### src/rtl/clock_meter_pkg.sv
// Shared types and helpers for the clock period meter.
package clock_meter_pkg;

   typedef enum logic [1:0] {
      IDLE    = 2'd0,
      ARM     = 2'd1,
      MEASURE = 2'd2,
      STOPPED = 2'd3
   } meter_state_t;

   // Largest value representable in a counter of the given width.
   function automatic longint unsigned count_max(input int unsigned width);
      return (64'd1 << width) - 64'd1;
   endfunction

endpackage

### src/rtl/sync_edge_detect.sv
// Synchronizes an asynchronous level and produces one-cycle rise/fall pulses.
module sync_edge_detect #(
   parameter int SYNC_STAGES = 2
) (
   input  logic clock,
   input  logic reset,
   input  logic async_in,
   output logic rise,
   output logic fall
);

   logic [SYNC_STAGES-1:0] sync_q;
   logic                   hist_q;
   logic                   sync_s;

   assign sync_s = sync_q[SYNC_STAGES-1];

   always_ff @(posedge clock or negedge reset) begin
      if (!reset) begin
         sync_q <= '0;
         hist_q <= 1'b0;
      end else begin
         sync_q <= {sync_q[SYNC_STAGES-2:0], async_in};
         hist_q <= sync_s;
      end
   end

   assign rise = sync_s & ~hist_q;
   assign fall = ~sync_s & hist_q;

endmodule

### src/rtl/clock_period_meter.sv
// Measures period and high time of a slow asynchronous clock in system-clock cycles.
// Result handshake: a transfer happens on any cycle where result_valid and result_ready are both 1.
module clock_period_meter
   import clock_meter_pkg::*;
#(
   parameter int          COUNT_WIDTH = 24,
   parameter int          SYNC_STAGES = 2,
   parameter int unsigned TIMEOUT     = 10000000
) (
   input  logic                   clock,
   input  logic                   reset,
   input  logic                   meas_clock,
   input  logic                   enable,
   input  logic                   result_ready,
   output logic                   result_valid,
   output logic [COUNT_WIDTH-1:0] period,
   output logic [COUNT_WIDTH-1:0] high_time,
   output logic                   overrun,
   output logic                   stopped,
   output meter_state_t           state_dbg
);

   localparam logic [COUNT_WIDTH-1:0] COUNT_MAX = COUNT_WIDTH'(count_max(COUNT_WIDTH));
   localparam logic [COUNT_WIDTH-1:0] TIMEOUT_C = COUNT_WIDTH'(TIMEOUT);
   localparam logic [COUNT_WIDTH-1:0] ONE       = COUNT_WIDTH'(1);

   meter_state_t           state_q, state_d;
   logic [COUNT_WIDTH-1:0] counter_q, counter_d;
   logic [COUNT_WIDTH-1:0] hi_latch_q, hi_latch_d;
   logic [COUNT_WIDTH-1:0] period_q, period_d;
   logic [COUNT_WIDTH-1:0] high_time_q, high_time_d;
   logic                   valid_q, valid_d;
   logic                   overrun_q, overrun_d;
   logic                   stopped_q, stopped_d;
   logic [COUNT_WIDTH-1:0] counter_inc;
   logic                   complete;
   logic                   rise;
   logic                   fall;

   sync_edge_detect #(
      .SYNC_STAGES (SYNC_STAGES)
   ) u_edge (
      .clock    (clock),
      .reset    (reset),
      .async_in (meas_clock),
      .rise     (rise),
      .fall     (fall)
   );

   assign counter_inc = (counter_q == COUNT_MAX) ? counter_q : counter_q + ONE;

   always_ff @(posedge clock or negedge reset) begin
      if (!reset) begin
         state_q     <= IDLE;
         counter_q   <= '0;
         hi_latch_q  <= '0;
         period_q    <= '0;
         high_time_q <= '0;
         valid_q     <= 1'b0;
         overrun_q   <= 1'b0;
         stopped_q   <= 1'b0;
      end else begin
         state_q     <= state_d;
         counter_q   <= counter_d;
         hi_latch_q  <= hi_latch_d;
         period_q    <= period_d;
         high_time_q <= high_time_d;
         valid_q     <= valid_d;
         overrun_q   <= overrun_d;
         stopped_q   <= stopped_d;
      end
   end

   always_comb begin
      state_d     = state_q;
      counter_d   = counter_q;
      hi_latch_d  = hi_latch_q;
      period_d    = period_q;
      high_time_d = high_time_q;
      valid_d     = valid_q;
      overrun_d   = overrun_q;
      stopped_d   = stopped_q;
      complete    = 1'b0;

      if (valid_q && result_ready) begin
         valid_d = 1'b0;
      end

      // Disabling discards the measurement but keeps any pending result.
      if (!enable) begin
         state_d   = IDLE;
         counter_d = '0;
         stopped_d = 1'b0;
         overrun_d = 1'b0;
      end else begin
         unique case (state_q)
            IDLE: begin
               counter_d = '0;
               state_d   = ARM;
            end
            ARM: begin
               if (rise) begin
                  state_d   = MEASURE;
                  counter_d = ONE;
               end
            end
            MEASURE: begin
               if (fall) begin
                  hi_latch_d = counter_q;
               end
               // A rise on the timeout cycle still completes the period.
               if (rise) begin
                  complete  = 1'b1;
                  counter_d = ONE;
               end else begin
                  counter_d = counter_inc;
                  if (counter_q == TIMEOUT_C) begin
                     state_d   = STOPPED;
                     stopped_d = 1'b1;
                  end
               end
            end
            STOPPED: begin
               counter_d = counter_inc;
               if (rise) begin
                  state_d   = MEASURE;
                  counter_d = ONE;
                  stopped_d = 1'b0;
               end
            end
            default: state_d = IDLE;
         endcase
      end

      if (complete) begin
         period_d    = counter_q;
         high_time_d = hi_latch_q;
         valid_d     = 1'b1;
         if (valid_q && !result_ready) begin
            overrun_d = 1'b1;
         end
      end
   end

   assign result_valid = valid_q;
   assign period       = period_q;
   assign high_time    = high_time_q;
   assign overrun      = overrun_q;
   assign stopped      = stopped_q;
   assign state_dbg    = state_q;

endmodule

### config.mk
export PLATFORM = sky130hd
export DESIGN_NAME = clock_period_meter
export DESIGN_NICKNAME = d
export VERILOG_FILES = /design/src/rtl/clock_meter_pkg.sv /design/src/rtl/sync_edge_detect.sv /design/src/rtl/clock_period_meter.sv
export SDC_FILE = /design/constraint.sdc
export NUM_CORES = 1
export LEC_CHECK = 0
export ABC_AREA = 1
export CAP_MARGIN = 0
export CORE_ASPECT_RATIO = 0.9
export CORE_MARGIN = 8
export CORE_UTILIZATION = 55
export CTS_CLUSTER_SIZE = 14
export DETAILED_ROUTE_END_ITERATION = 7
export PLACE_DENSITY = 0.79
export SLEW_MARGIN = 5
export SYNTH_ARGS = -nofsm -noshare
export SYNTH_HDL_FRONTEND = slang
export SYNTH_HIERARCHICAL = 1
export SYNTH_SLANG_ARGS = --single-unit
### constraint.sdc
create_clock -name clock -period 2.5 [get_ports clock]
set_clock_uncertainty 0.15 [all_clocks]
set_input_delay 0.5 -clock clock [delete_from_list [all_inputs] [get_ports clock]]
set_output_delay 0.5 -clock clock [all_outputs]
set_load 0.03 [all_outputs]
==> results.py <==
metrics = {
    "power_and_ir_drop": {
        "swShare": 0.2667,
        "p_seq_frac": 0.555,
        "internal_power_mw": 2.293,
        "p_per_area_nw_per_um2": 555.7,
        "leakage_nw": 2.597,
        "vdd_drop_max_v": 0.0003842,
        "pwr-share-comb": 0.088,
        "clock_power_share": 0.357,
        "power_mw": 3.127,
        "p_sw_mw": 0.8342,
    },
    "die": {
        "core_area_um2": 8408,
        "die_x_um": 113.2,
        "start_util": 0.5567,
        "die_area_um2": 11720,
        "rows": 32,
        "pin_count": 58,
        "fp.dieH_um": 103.5,
    },
    "timing": {
        "setup_viol": 0,
        "final_hold_viol_count": 0,
        "period_share": 0.8959,
        "drv_slew": 0,
        "slew-limit-headroom": 0.6192,
        "finalSetupTns_ps": 0,
        "tightestPinTransition_ps": 571.2,
        "fmax_mhz": 446.5,
        "rsz0062_at_grt": "no",
        "min_period_ps": 2240,
    },
    "synth": {
        "avgSynthCellArea_um2": 9.287,
        "synth.mux.area_fraction": 0.06576,
        "synth-seq-area-share": 0.5560,
        "yosys_most_used_dff": "dfrtp_1",
        "synth_xor_area_frac": 0.01123,
        "synth-compound-area-share": 0.08474,
        "synth_edf_count": 0,
        "synth_top_family_by_area": "simple AND/OR/NAND/NOR gates",
        "ys_warn_count": 6,
        "ys_ff_latch": 104,
        "syn-cell-area_um2": 4681,
        "synthArstFlopShare": 1.000,
        "synth_fa_ha_area_frac": 0.005346,
        "yosys.area_share.simple": 0.2128,
        "yosysUniqueCellTypes": 32,
        "synth_fp_nets": 511,
        "syn_inst": 504,
    },
    "setup_path": {
        "crit_chain": "clkdlybuf4s50_1",
        "cpPeakStageDelay_ps": 730,
        "worst-path-buf-inv": 1,
        "timing_worst_setup_path_type": "reg2out",
        "cp-end-kind": "primary output",
        "path_depth": 1,
        "cp_max_fo": 7,
        "slowest_stage": "clkdlybuf4s50_1",
        "crit_family": "buffers and inverters",
        "critPathLaunchType": "flop",
        "r2r_cells": 9,
        "crit_arrival_ps": 1590,
        "required_ps": 1850,
    },
    "cts": {
        "clkTransAtPathRegs_ps": 100,
        "cts_resized": 0,
        "clkSinkCount": 104,
        "root_buffer": "clkbuf_8",
        "tritoncts": "yes",
        "clkLatencyLatePin_ps": 360,
        "cts_buffers": 9,
        "h-tree-depth": 3,
        "clk_path_buf_depth": 2,
    },
    "global_routing": {
        "antenna_found_initial": 0,
        "first_global_vias": 3649,
        "grt_max_degree": 49,
        "grt_pass1_wl_um": 18190,
        "grt_util_all_layers": 0.1914,
        "overflow": 0,
    },
    "detailed_routing": {
        "drt_drc_violations_left": 0,
        "detail-route-antenna-nets": 0,
        "routed_via_density": 5.406,
        "routed_wl_um": 10680,
        "vias": 3638,
        "routedWlPerCell_um": 15.87,
        "initialDrtViolationCount": 271,
        "dr.pass1.iters": 4,
    },
    "cells_and_area": {
        "drive_gt1_frac": 0.1313,
        "num-fill-cells": 665,
        "area_delta_synth_final_pct": 20.24,
        "nets": 573,
        "fin_area_um2": 5628,
        "diodes": 0,
    },
    "place": {
        "place_area_um2": 5399,
        "portBuffers": 57,
        "hpwlAfterDp_um": 7938,
        "gp_congestion": 0.9276,
    },
    "run_status": {
        "status": "complete, no violations",
    },
    "flow_run": {
        "cap_violations": 0,
    },
    "worst_hold_path": {
        "hp-class": "reg2reg",
        "holdPathStages": 0,
    },
}
==> power groups by stage <==
stage	Sequential, mW	Combinational (mW)	Clock [mW]
after floorplan	1.80	0.116	0
after global placement	1.77	0.268	0
after detailed placement	1.77	0.273	0
after CTS	1.74	0.277	1.14
after global routing	1.74	0.301	1.21
final	1.74	0.274	1.12
==> path summary, 6_finish.rpt <==
| kind | startpoint | endpoint | slack (ps) |
|---|---|---|---|
| min in group asynchronous | reset | hi_latch_q[20] | 500 |
| worst min-delay path | u_edge/sync_q[0] | u_edge/sync_q[1] | 210 |
| max in group asynchronous | reset | counter_q[5] | 990 |
| worst min register to register | u_edge/sync_q[0] | u_edge/sync_q[1] | 210 |
| worst max register to register | counter_q[1] | counter_q[18] | 470 |
| worst max-delay path | state_dbg[1] | state_dbg[1] | 260 |
==> per-stage QoR <==
stage,hold slack (ps),worst slack [ps],cells,util
floorplan,54.41,620.7,504,-
global placement,188.3,218.0,656,0.6421
detailed placement,190.5,175.2,656,0.6421
CTS,214.2,265.3,673,0.6693
global route,215.0,194.6,673,0.6693
finish,212.1,260.3,673,0.6693
==> cells in the final DEF, fill, tap and decap left out, types with 2 or more instances in the layout <==
cell / count
clkbuf_8: 9
inv_6: 2
nand2_1: 114
nand2_4: 2
mux2_4: 10
xor2_1: 6
o21ai_0: 56
nand4_1: 16
clkdlybuf4s50_1: 56
nor2_1: 45
nand3b_1: 2
nand2_2: 3
buf_4: 11
nand3_1: 28
a21oi_1: 3
inv_8: 2
inv_1: 50
mux2_2: 14
buf_12: 2
o21ai_2: 8
ha_1: 2
nor3_1: 10
dfrtp_1: 104
inv_2: 3
==> routing by layer <==
layer	GRT usage	up-vias	wire length, um
met5	0	-	0
met4	0.07129	0	151
met3	0.04353	14	762
met2	0.3020	102	5133
met1	0.2516	1761	4632
li1	-	1761	-
==> timing repair <==
item / in CTS / in global routing
endpoints found under the hold margin: 43 / 0
endpoints found under the setup margin: 0 / 0
hold buffers: 1 / 0
setup buffers: 0 / 0
==> registers in the layout, indices dropped and copies added, names as in the netlist <==
signal,cells
stopped,1
result_valid,1
overrun,1
u_edge/hist_q,1
counter_q,24
u_edge/sync_q,2
high_time,24
period,24
hi_latch_q,24
state_dbg,2
==> layout make-up <==
class	instances	area [um^2]	share of cell area
Sequential cell	104	2603	0.4624
Multi-Input combinational cell	327	1780	0.3164
Timing Repair Buffer	70	693.2	0.1232
Inverter	54	205.2	0.03646
Tap cell	102	127.6	0.02268
Clock buffer	9	123.9	0.02201
Clock inverter	7	95.09	0.01690
==> synth_stat cells, types with 2 or more instances <==
library cell	number	share of area
nand2_1	115	0.092
dfrtp_1	104	0.56
o21ai_0	56	0.060
inv_1	50	0.040
nor2_1	45	0.036
nand3_1	28	0.030
nand4_1	16	0.021
mux2_2	14	0.034
clkbuf_1	11	0.0088
mux2_4	10	0.032
nor3_1	10	0.011
o21ai_2	8	0.015
xor2_1	6	0.011
buf_2	4	0.0043
a21oi_1	3	0.0032
inv_2	3	0.0024
buf_6	2	0.0048
ha_1	2	0.0053
nand2_2	2	0.0027
nand2_4	2	0.0048
nand3b_1	2	0.0032
==> kinds of logic after synthesis <==
| logic type | count (synthesis) |
|---|---|
| adders and majority gates | 2 |
| xor gates and xnor gates | 6 |
| DFF | 104 |
| AOI/OAI and AO/OA | 71 |
| and+or+nand+nor | 224 |
| muxes | 24 |
| buffers and inverters | 73 |
No activity file was read; power rests on OpenSTA's default activity.
